<file path="src/rtl/mwc_match.sv">
// N-way address compare against the loaded table with a lowest-index priority
// encoder; also reports whether the winning entry's data equals the probe data.
//   i_tbl_addr / i_tbl_data : expected table
//   i_valid                 : per-entry loaded flag
//   i_addr / i_data         : observed write
//   o_any_match_c           : some loaded entry has i_addr
//   o_match_idx_c           : lowest matching index (0 when none)
//   o_data_eq_c             : data of entry o_match_idx_c equals i_data
module mwc_match #(
    parameter int unsigned N      = 8,
    parameter int unsigned ADDR_W = 32,
    parameter int unsigned DATA_W = 32,
    parameter int unsigned IDX_W  = 3
) (
    input  logic [N-1:0][ADDR_W-1:0] i_tbl_addr,
    input  logic [N-1:0][DATA_W-1:0] i_tbl_data,
    input  logic [N-1:0]             i_valid,
    input  logic [ADDR_W-1:0]        i_addr,
    input  logic [DATA_W-1:0]        i_data,
    output logic                     o_any_match_c,
    output logic [IDX_W-1:0]         o_match_idx_c,
    output logic                     o_data_eq_c
);

    // Scan from the top so the lowest matching index is the last one written.
    always_comb begin : prio_enc
        o_any_match_c = 1'b0;
        o_match_idx_c = '0;
        for (int i = int'(N) - 1; i >= 0; i--) begin
            if (i_valid[i] && (i_tbl_addr[i] == i_addr)) begin
                o_any_match_c = 1'b1;
                o_match_idx_c = IDX_W'(i);
            end
        end
        o_data_eq_c = (i_tbl_data[o_match_idx_c] == i_data);
    end

endmodule

</file>
<file path="config.mk">
export PLATFORM = sky130hd
export DESIGN_NAME = mwc_match
export DESIGN_NICKNAME = d
export VERILOG_FILES = /design/src/rtl/mwc_match.sv
export SDC_FILE = /design/constraint.sdc
export NUM_CORES = 1
export LEC_CHECK = 0
export BUFFER_PORTS_ARGS = -buffer_cell sky130_fd_sc_hd__buf_4
export CAP_MARGIN = 30
export CORE_AREA = 2 2 228 230
export DETAILED_ROUTE_END_ITERATION = 12
export DIE_AREA = 0 0 230 232
export SLEW_MARGIN = 20
export SYNTH_ARGS = -nofsm -noshare
export SYNTH_HDL_FRONTEND = slang
export SYNTH_SLANG_ARGS = --single-unit
</file>
<file path="constraint.sdc">
create_clock -name vclk -period 7.1
set_clock_uncertainty 0.05 [all_clocks]
set_input_delay 0.71 -clock vclk [all_inputs]
set_output_delay 0.71 -clock vclk [all_outputs]
set_load 0.005 [all_outputs]
</file>
# After elaboration in Yosys (flattened, before gate mapping)
# Cells that the tools add are included.
# totals
register_bits,0
wordCells,36
output_inout_bits,5
# op_classes
mux,18
order_cmp,1
reduce_logical,8
eq_ne,9
# op_table
operator,count
$eq A32 B32 Y1,9
$bmux W32 S3,1
$mux W32,1
$mux W3,8
$logic_and A1 B1 Y1,8
$mux W1,8
$lt A3 B4 Y1 const B,1

# Depth between registers and ports, before layout
# depth
depth_word,13
ltp_mapped,19
ltp_nobuf,13

# Least setup slack after synthesis
# Ideal clock, no wire load.
# synth_path
kind,input -> output
start,input port i_addr[26]
end,output port o_data_eq_c
slack_ns,2.187
n_path_buf,2
t_arrival_ns,4.153
required_ns,6.340
stages,15
path_cell_list,buf_2 -> xor2_1 -> nor4_1 -> nand4_1 -> or4_4 -> o211a_1 -> a211oi_2 -> buf_4 -> mux2_2 -> o211ai_1 -> o21ai_1 -> xnor2_1 -> nand3_1 -> or4_1 -> nor4_2
# synth_via
elab_chain_cells,13
word_cells_on_any_way,27
# synth_lines
element,line_no,source
from (decl),18,"input logic [ADDR_W-1:0] i_addr,"
$eq A32 B32 Y1,30,if (i_valid[i] && (i_tbl_addr[i] == i_addr)) begin
$logic_and A1 B1 Y1,30,
$mux W3 (7 in a row),30,
$mux W3 *,30,
$bmux W32 S3 *,35,o_data_eq_c = (i_tbl_data[o_match_idx_c] == i_data);
$mux W32 (implied by the code) *,35,
$eq A32 B32 Y1 *,35,
to (decl),22,output logic o_data_eq_c
# Mark *: on every way between the ends. The rest lies on a longest branch, timed or not. The select of a mux whose other input is x is not followed.

# Worst setup path after layout
# layout_path
start,input port i_addr[20]
end,output port o_data_eq_c
# Same word-level chain as after synthesis.

==> results.sh <==
export IMPL_status="completed"
export IMPL_port_buffers=589
export IMPL_ys_seq_area_share_pct=0
export IMPL_start_util_pct=13.4
export IMPL_finalCritPeriodShare_pct=91.0
export IMPL_nNetsFinal=2054
export IMPL_routed_wl_mm=62.3
export IMPL_stdcell_count=2153
export IMPL_crit_end="o_data_eq_c"
export IMPL_fp_dieW_um=230
export IMPL_min_period_ps=6460
export IMPL_core_mm2=0.0509
export IMPL_via_per_inst=4.63
export IMPL_post_route_drc_count=0
export IMPL_post_drt_wl_per_cell_um=28.9
export IMPL_drive_above_1_share_pct=43.9
export IMPL_cts_resized=0
export IMPL_setup_viol=0
export IMPL_syn_area_mm2=0.00682
export IMPL_yosysWarnings=0
export IMPL_hold_viol_final=0
export IMPL_worstSetupStartpointType="input pin"
export IMPL_synth_area_top_cells="xor2_1, mux2i_1, xnor2_1"
export IMPL_grt_ovfl_total=0
export IMPL_nClkBuffers=0
export IMPL_tns_ps=0
export IMPL_synth_net_count=1492
export IMPL_grt_total_usage_pct=22.0
export IMPL_clock_fmax_mhz=155
export IMPL_seq_cells=0
export IMPL_p_per_area_mw_per_mm2=53.8
export IMPL_synth_top_area_cell="xor2_1"
export IMPL_io_pin_count=589
export IMPL_regArea_um2=0
export IMPL_synth_cell_type_count=67
export IMPL_final_area_mm2=0.0120
export IMPL_grt_antenna_before_repair=8
export IMPL_dpl_cell_count=2147
export IMPL_final_max_slew_viol_count=0
export IMPL_maxCapViolCount=0
export IMPL_dp_hpwl_mm=54.6
export IMPL_required_ps=6340
export IMPL_synth_cells=908
export IMPL_worstPathArrival_ps=5700
export IMPL_critPathMaxFanout=33
export IMPL_syn_to_final_growth_pct=75.8
export IMPL_p_leak_nw=4.95
export IMPL_worst_pin_slew_ps=819
export IMPL_drtIter0Drc=557
export IMPL_yosys_area_top_type_share_pct=23.5
export IMPL_routabilityCongestion=0.930
export IMPL_post_route_util_pct=23.6
export IMPL_synth_avg_cell_area_um2=7.51
export IMPL_post_cts_setup_buffer_count=0
export IMPL_grt_pass1_vias=10800
export IMPL_hold_path_class="in -> out"
export IMPL_die_area_mm2=0.0534
export IMPL_crit_start="i_addr[20]"
export IMPL_power_total_mw=0.645
export IMPL_cts_hold_buf=0
export IMPL_placed_cell_area_mm2=0.0120
export IMPL_final_cell_mix="buf_4, xor2_1, mux2i_1"
export IMPL_dr_pass1_iters=7
export IMPL_slew_headroom_pct=45.2
export IMPL_core_rowCount=83
export IMPL_grt_pass1_wl_mm=82.2
export IMPL_rsz0062_at_grt="no"
export IMPL_endpoint_kind="output pin"
export IMPL_layout_commonest_cell="buf_4"
export IMPL_vias=9976
export IMPL_die_h_um=232
export IMPL_ir_drop_mv=0.0509
export IMPL_postRouteAntennaNets=0
export IMPL_grt_start_max_net_pins=34
export IMPL_worstSetupPathType="in -> out"
[through the flow]
step / setup slack, ps / hold WS, ps
3_3_place_gp: 460 / 1990
5_1_grt: 395 / 2010
3_5_place_dp: 563 / 2000
6_report: 642 / 1990
4_1_cts: 548 / 1990
2_1_floorplan: 2190 / 1550
[synth_stat cells (3+ instances only)]
cell,instances
xor2_1,183
o21ai_1,4
xnor2_1,95
nor4b_1,4
nor4_1,88
nand2b_1,11
o221ai_1,6
a211oi_1,3
clkbuf_1,3
buf_2,30
a22o_1,11
buf_4,12
nand2_1,48
a21oi_1,13
and2_1,3
nand4b_1,6
or3_1,8
o21a_1,4
inv_1,13
nor4_2,3
and3_1,5
o2bb2ai_1,3
nand3_1,34
nor2_1,23
o21ai_0,12
nand4_1,48
a221oi_1,5
mux2i_1,109
o22ai_1,5
buf_6,13
nor3_1,20
mux2_2,6
o211ai_1,5
or4_1,14
a21o_1,3
a22oi_1,17
[per-layer routing]
layer	up-vias	track usage (%)	share of wire, %
met5	-	0	0.050
met4	4	7.44	3.9
met3	90	3.24	5.9
met2	580	44.0	54
met1	4770	23.2	36
li1	4532	-	-
[area by class of cell]
type | count | area [µm²]
repair buffers | 618 | 4660
inverters | 13 | 48.8
multi-input cells | 837 | 6420
diodes | 5 | 12.5
well taps | 680 | 851
fillers | 5717 | 38900
[logic make-up (layout without fill, tap and decap cells)]
logic type      after synthesis  in the layout  share of synthesized area [%]
mux                         116            116                           17.2
buf+inv                      71            631                           6.55
xor+xnor                    278            278                           35.7
simple gates                330            330                           28.2
other cells                   0              5                              0
compound gates              113            113                           12.4
[power breakdown]
group          switching [mW]  internal, mW  leakage [nW]
combinational           0.317         0.328          4.95
clock                       0  0.0000000958     0.0000317
sequential                  0             0             0
[worst max-delay path: stages]
cell and delay, ps:
buf_4 210, xor2_1 210, nor4_1 430, nand4_1 180, nor4_1 650, buf_4 270
o21bai_1 140, a22o_4 530, buf_4 380, mux2i_1 240, xor2_1 180, nand3_1 90
a31o_1 260, or4_1 540, nor4_2 320, buf_4 200, buf_4 110
[how the worst min path moves through the flow]
| stage | cells after the start | slack, ps | end | from |
|---|---|---|---|---|
| global placement | 6 | 1990 | o_data_eq_c | i_data[7] |
| global route | 6 | 2010 | o_data_eq_c | i_data[11] |
| finish | 6 | 1990 | o_data_eq_c | i_data[11] |
| floorplan | 3 | 1550 | o_data_eq_c | i_data[27] |
| CTS | 6 | 1990 | o_data_eq_c | i_data[11] |
| detailed placement | 6 | 2000 | o_data_eq_c | i_data[11] |
(Power assumes the default switching activity.)
